### config.mk
export PLATFORM = sky130hd
export DESIGN_NAME = uart_tx_ctrl
export DESIGN_NICKNAME = d
export VERILOG_FILES = /design/src/rtl/uart_tx_ctrl.sv
export SDC_FILE = /design/constraint.sdc
export NUM_CORES = 1
export LEC_CHECK = 0
export CAP_MARGIN = 20
export CORE_MARGIN = 10
export CORE_UTILIZATION = 54
export DETAILED_ROUTE_END_ITERATION = 8
export PLACE_DENSITY = 0.84
export SYNTH_ARGS = -nofsm -noshare
export SYNTH_HDL_FRONTEND = slang
export SYNTH_SLANG_ARGS = --single-unit
### constraint.sdc
create_clock -name clk -period 3.3 [get_ports clk]
set_clock_uncertainty 0.1 [all_clocks]
set_input_delay 0.66 -clock clk [delete_from_list [all_inputs] [get_ports clk]]
set_output_delay 0.66 -clock clk [all_outputs]
set_load 0.01 [all_outputs]
### src/rtl/uart_tx_ctrl.sv
// Frame sequencer for the UART TX bit-select mux: latches {stop, data, start} and
// walks mux_slc across the frame at the baud rate so the mux output is the TX line.
module uart_tx_ctrl #(
    parameter int CLKS_PER_BIT = 5208,
    parameter int FRAME_BITS   = 10,
    parameter int SLC_W        = 4
) (
    input  logic                  clk,
    input  logic                  rst,
    input  logic                  tx_start,
    input  logic [7:0]            tx_data,
    output logic                  tx_ready,
    output logic                  tx_done,
    output logic [FRAME_BITS-1:0] frame,
    output logic [SLC_W-1:0]      mux_slc
);

    localparam int CNT_W = (CLKS_PER_BIT > 1) ? $clog2(CLKS_PER_BIT) : 1;

    localparam logic [CNT_W-1:0]      CNT_LAST   = CNT_W'(CLKS_PER_BIT - 1);
    localparam logic [SLC_W-1:0]      SLC_LAST   = SLC_W'(FRAME_BITS - 1);
    localparam logic [FRAME_BITS-1:0] FRAME_IDLE = '1;

    localparam logic [0:0] IDLE = 1'b0;
    localparam logic [0:0] SEND = 1'b1;

    logic [0:0]       state;
    logic [CNT_W-1:0] baud_cnt;

    // An all-ones frame keeps the line high whatever the select, so idle needs no mux gating.
    always_ff @(posedge clk) begin
        if (rst) begin
            state    <= IDLE;
            frame    <= FRAME_IDLE;
            mux_slc  <= SLC_LAST;
            baud_cnt <= '0;
            tx_ready <= 1'b1;
            tx_done  <= 1'b0;
        end else begin
            tx_done <= 1'b0;
            case (state)
                IDLE: begin
                    if (tx_start) begin
                        frame    <= FRAME_BITS'({1'b1, tx_data, 1'b0});
                        mux_slc  <= '0;
                        baud_cnt <= '0;
                        tx_ready <= 1'b0;
                        state    <= SEND;
                    end
                end
                SEND: begin
                    if (baud_cnt == CNT_LAST) begin
                        baud_cnt <= '0;
                        if (mux_slc < SLC_LAST) begin
                            mux_slc <= mux_slc + SLC_W'(1);
                        end else begin
                            state    <= IDLE;
                            frame    <= FRAME_IDLE;
                            mux_slc  <= SLC_LAST;
                            tx_ready <= 1'b1;
                            tx_done  <= 1'b1;
                        end
                    end else begin
                        baud_cnt <= baud_cnt + CNT_W'(1);
                    end
                end
                default: begin
                    state    <= IDLE;
                    frame    <= FRAME_IDLE;
                    mux_slc  <= SLC_LAST;
                    baud_cnt <= '0;
                    tx_ready <= 1'b1;
                end
            endcase
        end
    end

endmodule

==> results of run 1 <==
stage by stage:
step | worst slack [ns] | instances | util
floorplan | 1.57 | 154 | -
global placement | 0.777 | 198 | 0.644
detailed placement | 0.703 | 198 | 0.644
CTS | 1.08 | 202 | 0.659
global route | 0.882 | 202 | 0.659
finish | 1.04 | 202 | 0.659
metal layers:
| layer | vias to the layer above | global-route usage |
|---|---|---|
| li1 | 588 | - |
| met1 | 554 | 0.145 |
| met2 | 17 | 0.208 |
| met3 | 4 | 0.0410 |
| met4 | 0 | 0.0526 |
| met5 | - | 0 |
how the worst max path moves through the flow:
stage	to	cells past startpoint
after floorplan	baud_cnt[8]	6
after global placement	baud_cnt[12]	4
after detailed placement	baud_cnt[12]	4
after CTS	baud_cnt[9]	4
after global routing	baud_cnt[12]	4
final	baud_cnt[9]	4
cell type report:
| cell class | count | area [um2] |
|---|---|---|
| inverters | 5 | 18.8 |
| multi-input cells | 110 | 699 |
| clock buffers | 4 | 36.3 |
| well taps | 30 | 37.5 |
| repair buffers | 25 | 250 |
| fillers | 200 | 830 |
| flip-flops and latches | 28 | 561 |
sequential cells by signal, indices dropped and copies added (netlist names):
name,cells
baud_cnt,13
frame,9
mux_slc,4
state,1
tx_done,1
logic make-up (layout without fill, tap and decap cells):
| kind of cell | count (synthesis) | count (layout) | synth area share |
|---|---|---|---|
| adders and majority gates | 3 | 3 | 0.0279 |
| other | 1 | 1 | 0.00278 |
| buffers and inverters | 16 | 34 | 0.0650 |
| xor gates and xnor gates | 2 | 2 | 0.0130 |
| AOI/OAI and AO/OA | 31 | 31 | 0.168 |
| DFF | 28 | 28 | 0.416 |
| and+or+nand+nor | 70 | 70 | 0.285 |
| muxes | 3 | 3 | 0.0223 |
cells in the mapped netlist, types with 2 or more instances:
library cell  instances  area (um2)
a31oi_1               6        37.5
dfxtp_1              28         561
nand2_1              28         105
and3_1                2        12.5
o22ai_1               2        12.5
inv_1                 4        15.0
o21ai_0               3        15.0
buf_6                 2        22.5
xnor2_1               2        17.5
and4_1                4        35.0
nand4_1               3        18.8
a22o_1                3        26.3
a41oi_1               2        17.5
nand3_1              15        75.1
nor2b_1               2        12.5
clkbuf_1              4        15.0
ha_1                  3        37.5
buf_4                 3        22.5
nor2_1                6        22.5
mux2i_1               3        30.0
a21oi_1               7        35.0
where the power goes:
part	switching, mW	internal [mW]
Sequential	0.0102	0.351
Combinational	0.0438	0.0461
Clock	0.0999	0.0676
worst min-delay path, cell delays in order, from the launching register on:
cell and delay [ns]:
dfxtp_1 0.35, nand2_1 0.05, nand2_1 0.04
==> results.cfg, run 1 <==
[critical_path]
crit_path_top_delay_cell = a311oi_4
crit_family = compound AO/OA/AOI/OAI gates
ff2ff_path_depth = 5
end_kind = register
rrSetupSlack_ns = 1.19
worstPathArrival_ns = 2.43
startpoint_type = primary input
cp-startpoint = rst
cp_max_fo = 18
crit_required_ns = 3.47
criticalPathCategory = primary input to register
critical-path-max-stage-delay_ns = 0.75
worst-path-buf-inv = 1
worstPathCellList = clkdlybuf4s50_1, a311oi_4, a41oi_1, a31oi_1
timing.rr.start = baud_cnt[0]
timing.rr.end = frame[1]

[power_and_ir_drop]
p_leak_nw = 0.599
vdd_drop_max_v = 0.000346
p_per_area_mw_per_mm2 = 386
total_power_uw = 619

[floorplan]
rows = 18
fp.dieArea_mm2 = 0.00489
initial_core_util = 0.554
core_mm2 = 0.00243
chipHeight_um = 70.0
ios = 27
die_width_um = 70.0

[routing]
wl_met3_um = 151
top_layer_used = met4
ant_nets = 0
vias_per_cell = 5.76
drtIter0Drc = 44
route.detailed.drc = 0
firstDrtPassIters = 4
wire_per_inst_um = 15.0
routed-wl-met2_um = 1520
vias = 1163
wl_met1_um = 1310
wirelength_um = 3020

[clock_network]
htree_levels = 1
cts_tree = yes
cts_root_buf = clkbuf_4
cts_hold_buffers = 0
clock-sinks = 28
clockBufferDepth = 2
post-cts-setup-buffers = 0
cts_resized = 0
path_clk_slew_ns = 0.15
cts_made_buffers = 3
clk_latency_ns = 0.33

[worst_hold_path]
worstHoldEndpoint = frame[0]
hold_path.class = register to register
hold_depth = 2
holdCritStartpoint = frame[0]

[timing]
tns_ns = 0
hold_viol = 0
finalCriticalPeriod_ns = 2.26
whs_ns = 0.369
worst_pin_slew_ns = 0.787
drv_slew = 0
rsz0062_at_grt = false
slew_headroom = 0.475
fmax_mhz = 442
setup_viol = 0
period_share = 0.685

[synthesis]
synth_seq_cells = 28
netlist_instances = 154
yosysSeqAreaShare = 0.416
synth.avg_cell_area_um2 = 8.75
synth-async-reset-ratio = 0
synth_enable_flop_cells = 0
yosysWarnings = 0
synth_fp_nets = 168
yosys_most_used_dff = dfxtp_1
syn_area_mm2 = 0.00135
ys_types = 43

[placed_design]
gp_congestion = 0.754
hpwl_um = 2280
port_buffers = 25
placed_area_mm2 = 0.00157

[final_layout]
drive_gt1_frac = 0.0581
fin_area_mm2 = 0.00160
final_cell_mix = nand2_1 (28), dfxtp_1 (28), clkdlybuf4s50_1 (25)
nNetsFinal = 187
area_delta_synth_final_pct = 18.9
n_antenna_cell = 0

[job]
drv_cap = 0

[global_routing]
grt_pass1_vias = 1122
grt_max_degree = 19
grt_antenna_before_repair = 0
grt_pass1_wl_um = 5230
grt_usage = 0.126
grt_overflow_total = 0

[status]
status = complete, no violations
Note: power is estimated with default switching activity, not from simulation.
==> inputs of run 2 (changes only) <==
Settings changed: CORE_UTILIZATION 54 to 50, PLACE_DENSITY 0.84 to 0.79.
Clock period 3.3 ns to 2.1 ns, I/O delays scaled along.
==> results.cfg, run 2 (synthesis gave the netlist of run 1 again) <==
[status]
status = complete, no violations

[power_and_ir_drop]
pwr-share-clk = 0.270
power.internal_uw = 736
pwr-share-seq = 0.578
switching_share = 0.251
p_leak_nw = 0.630
p_per_area_mw_per_mm2 = 596
vdd_drop_max_v = 0.000416
p_sw_uw = 247
pwr-share-comb = 0.151

[critical_path]
cp.depth = 1
critical-path-max-stage-delay_ns = 0.57
end_kind = primary output
worst-path-buf-inv = 1
crit_path_top_delay_cell = clkdlybuf4s50_1
rrSetupSlack_ns = 0.27
ff2ff_path_depth = 6
crit_required_ns = 1.58
worstPathArrival_ns = 1.33
startpoint_type = register
worstPathCellList = clkdlybuf4s50_1
criticalPathCategory = register to primary output
cp_max_fo = 5
crit_family = buffers and inverters

[timing]
period_share = 0.879
setup_viol = 0
finalCriticalPeriod_ns = 1.85
drv_slew = 0
hold_viol = 0
rsz0062_at_grt = false
fmax_mhz = 542
tns_ns = 0

[floorplan]
ios = 27
rows = 18
die_width_um = 71.9
core_mm2 = 0.00252
chipHeight_um = 71.9
fp.dieArea_mm2 = 0.00517
initial_core_util = 0.534

[placed_design]
gp_congestion = 0.805
port_buffers = 25
placed_area_mm2 = 0.00161
hpwl_um = 2440

[routing]
drtIter0Drc = 108
route.detailed.drc = 0
wirelength_um = 3200
wire_per_inst_um = 15.4
firstDrtPassIters = 5
ant_nets = 0
vias = 1219
vias_per_cell = 5.86

[global_routing]
grt_pass1_vias = 1152
grt_antenna_before_repair = 0
grt_usage = 0.120
grt-busiest-layer = met2
grt_overflow_total = 0
use_met1 = 0.151
grt_max_degree = 19
grt_util_met2 = 0.196
grt_pass1_wl_um = 5260
use_met3 = 0.0313

[clock_network]
cts_tree = yes
clock-sinks = 28
cts_root_buf = clkbuf_4
path_clk_slew_ns = 0.15
post-cts-setup-buffers = 0
cts_hold_buffers = 0
cts_made_buffers = 3
htree_levels = 1
cts_resized = 0
clockBufferDepth = 2
clk_latency_ns = 0.33

[final_layout]
nNetsFinal = 193
largestRegisters = baud_cnt: 13 flops, frame: 9 flops, mux_slc: 4 flops
n_antenna_cell = 0
fin_area_mm2 = 0.00165
largest_register_ff_count = 13
nFillCells = 207
area_delta_synth_final_pct = 22.3
final_util = 0.653
final_cell_mix = nand2_1 (28), dfxtp_1 (28), clkdlybuf4s50_1 (25)
drive_gt1_frac = 0.0899
regMostFlops = baud_cnt

[worst_hold_path]
hold_path.class = register to register
hold_depth = 2

[job]
drv_cap = 0
-- run 2: final timing paths --
path,startpoint,end
max,mux_slc[0],mux_slc[0]
min reg2reg,frame[0],frame[0]
max reg2reg,baud_cnt[0],baud_cnt[9]
min,frame[0],frame[0]
-- run 2: per-layer routing --
metal | vias to the layer above | part of all wire
met5 | - | 0
met4 | 0 | 0.011
met3 | 5 | 0.052
met2 | 34 | 0.48
met1 | 580 | 0.46
li1 | 600 | -
-- run 2: layout make-up --
class | count | area (um2) | share of cell area
flip-flops and latches | 28 | 561 | 0.340
clock buffers | 4 | 36.3 | 0.0220
inverters | 5 | 18.8 | 0.0114
well taps | 30 | 37.5 | 0.0228
repair buffers | 31 | 295 | 0.179
multi-input cells | 110 | 699 | 0.424
-- run 2: power by group through the flow --
| stage | clock (mW) | sequential [mW] | combinational, mW |
|---|---|---|---|
| finish | 0.266 | 0.568 | 0.149 |
| global route | 0.288 | 0.572 | 0.164 |
| CTS | 0.270 | 0.568 | 0.150 |
| detailed placement | 0 | 0.580 | 0.149 |
| global placement | 0 | 0.579 | 0.146 |
| floorplan | 0 | 0.583 | 0.0716 |
-- run 2: per-stage QoR --
stage	power [mW]	hold slack (ns)	cells	setup WS (ns)
global route	1.02	0.404	208	0.158
floorplan	0.655	0.339	154	0.374
global placement	0.724	0.341	204	0.170
detailed placement	0.729	0.358	204	0.0962
finish	0.982	0.374	208	0.254
CTS	0.988	0.378	208	0.245
==> inputs of run 3 (changes only) <==
Settings changed: CORE_UTILIZATION 50 to 45, PLACE_DENSITY 0.79 to 0.75.
Clock period 2.1 ns to 1.6 ns, I/O delays scaled along.
==> results.cfg, run 3 (synthesis gave the netlist of run 1 again) <==
[routing]
route.detailed.drc = 0
wirelength_um = 3840
vias = 1331
vias_per_cell = 5.64
ant_nets = 0
wire_per_inst_um = 16.3
drtIter0Drc = 72
firstDrtPassIters = 4

[floorplan]
rows = 19
die_width_um = 74.7
core_mm2 = 0.00281
ios = 27
chipHeight_um = 74.7
fp.dieArea_mm2 = 0.00558
initial_core_util = 0.480

[clock_network]
clk_latency_ns = 0.34
htree_levels = 1
path_clk_slew_ns = 0.15
cts_made_buffers = 3
cts_hold_buffers = 0
clock-sinks = 28
cts_root_buf = clkbuf_4
cts_tree = yes
clockBufferDepth = 2

[timing]
setup_viol = 6
fmax_mhz = 601
slew_headroom = 0.640
tns_ns = -0.197
worst_pin_slew_ns = 0.539
period_share = 1.04
setup_ws_ns = -0.0637
rsz0062_at_grt = true
hold_viol = 0
finalCriticalPeriod_ns = 1.66
drv_slew = 0

[final_layout]
drive_gt1_frac = 0.346
area_delta_synth_final_pct = 47.8
regMostFlops = baud_cnt
regArea_um2 = 569
final_cell_mix = buf_4 (28), nand2_1 (26), dfxtp_1 (21)
n_antenna_cell = 0
largestRegisters = baud_cnt: 13 flops, frame: 9 flops, mux_slc: 4 flops
fin_cells = 236
multi_input_area_um2 = 815
fin_area_mm2 = 0.00199
final_common_cell = buf_4
nNetsFinal = 220
nFillCells = 224
largest_register_ff_count = 13

[critical_path]
worstPathArrival_ns = 1.85
criticalPathCategory = register to register
crit_path_top_delay_cell = nor4b_4
critical-path-max-stage-delay_ns = 0.38
crit_required_ns = 1.79
startpoint_type = register
end_kind = register
worstPathCellList = nor4b_4, buf_4, nand4_1, a2111o_1, o21ai_1
cp_max_fo = 4

[global_routing]
grt_antenna_before_repair = 0
grt_usage = 0.135
grt_max_degree = 17
grt_overflow_total = 0
grt_pass1_vias = 1309
grt_pass1_wl_um = 6030

[power_and_ir_drop]
p_per_area_mw_per_mm2 = 734
p_leak_nw = 0.813
vdd_drop_max_v = 0.000773
total_power_mw = 1.46

[status]
status = finished, violations left
violations = negative setup slack

[placed_design]
dp.cells = 228
placed_area_mm2 = 0.00180
port_buffers = 25
hpwl_um = 2720
gp_congestion = 0.784
place_ws_ns = -0.190

[worst_hold_path]
hold_path.class = register to register

[job]
drv_cap = 0
run 3: routing by layer:
metal / part of all wire / GRT usage / up-vias / wire length (um)
li1: - / - / 650 / -
met1: 0.42 / 0.148 / 649 / 1610
met2: 0.53 / 0.244 / 21 / 2050
met3: 0.023 / 0.0263 / 11 / 89
met4: 0.023 / 0.0651 / 0 / 90
met5: 0 / 0 / - / 0
run 3: per-stage QoR:
step / utilization / hold WS, ns
finish: 0.710 / 0.386
global placement: 0.642 / 0.349
CTS: 0.673 / 0.381
floorplan: - / 0.339
global route: 0.710 / 0.410
detailed placement: 0.642 / 0.358
run 3: repair_timing:
item | CTS | global route
gates cloned | 1 | 1
setup endpoints to repair | 33 | 24
buffers inserted | 1 | 1
resized for setup | 28 | 21
pin swaps | 4 | 5
run 3: worst max-delay path: cells and delay by family, from the launching register on:
family / cells / cell delay, ns
and+or+nand+nor: 2 / 0.55
DFF: 1 / 0.36
buffers and inverters: 1 / 0.19
AOI/OAI and AO/OA: 2 / 0.40
run 3: worst paths after layout:
path | startpoint | endpoint | slack [ns] | cells past startpoint
setup reg to reg | baud_cnt[7] | mux_slc[2] | -0.06 | 5
setup / recovery | baud_cnt[7] | mux_slc[2] | -0.06 | 5
hold reg to reg | frame[5] | frame[5] | 0.39 | 2
hold / removal | frame[5] | frame[5] | 0.39 | 2
run 3: power by group:
group | internal [mW] | leakage [nW] | switching (mW) | total (mW)
combinational | 0.119 | 0.554 | 0.123 | 0.242
clock | 0.254 | 0.0279 | 0.220 | 0.474
sequential | 0.726 | 0.232 | 0.0211 | 0.747
run 3: final cells by class:
cell class                      instances  area share
Inverter                                5     0.00942
Timing Repair Buffer                   58       0.250
Clock buffer                            3      0.0113
Multi-Input combinational cell        110       0.409
Tap cell                               31      0.0195
Clock inverter                          1      0.0151
Sequential cell                        28       0.286
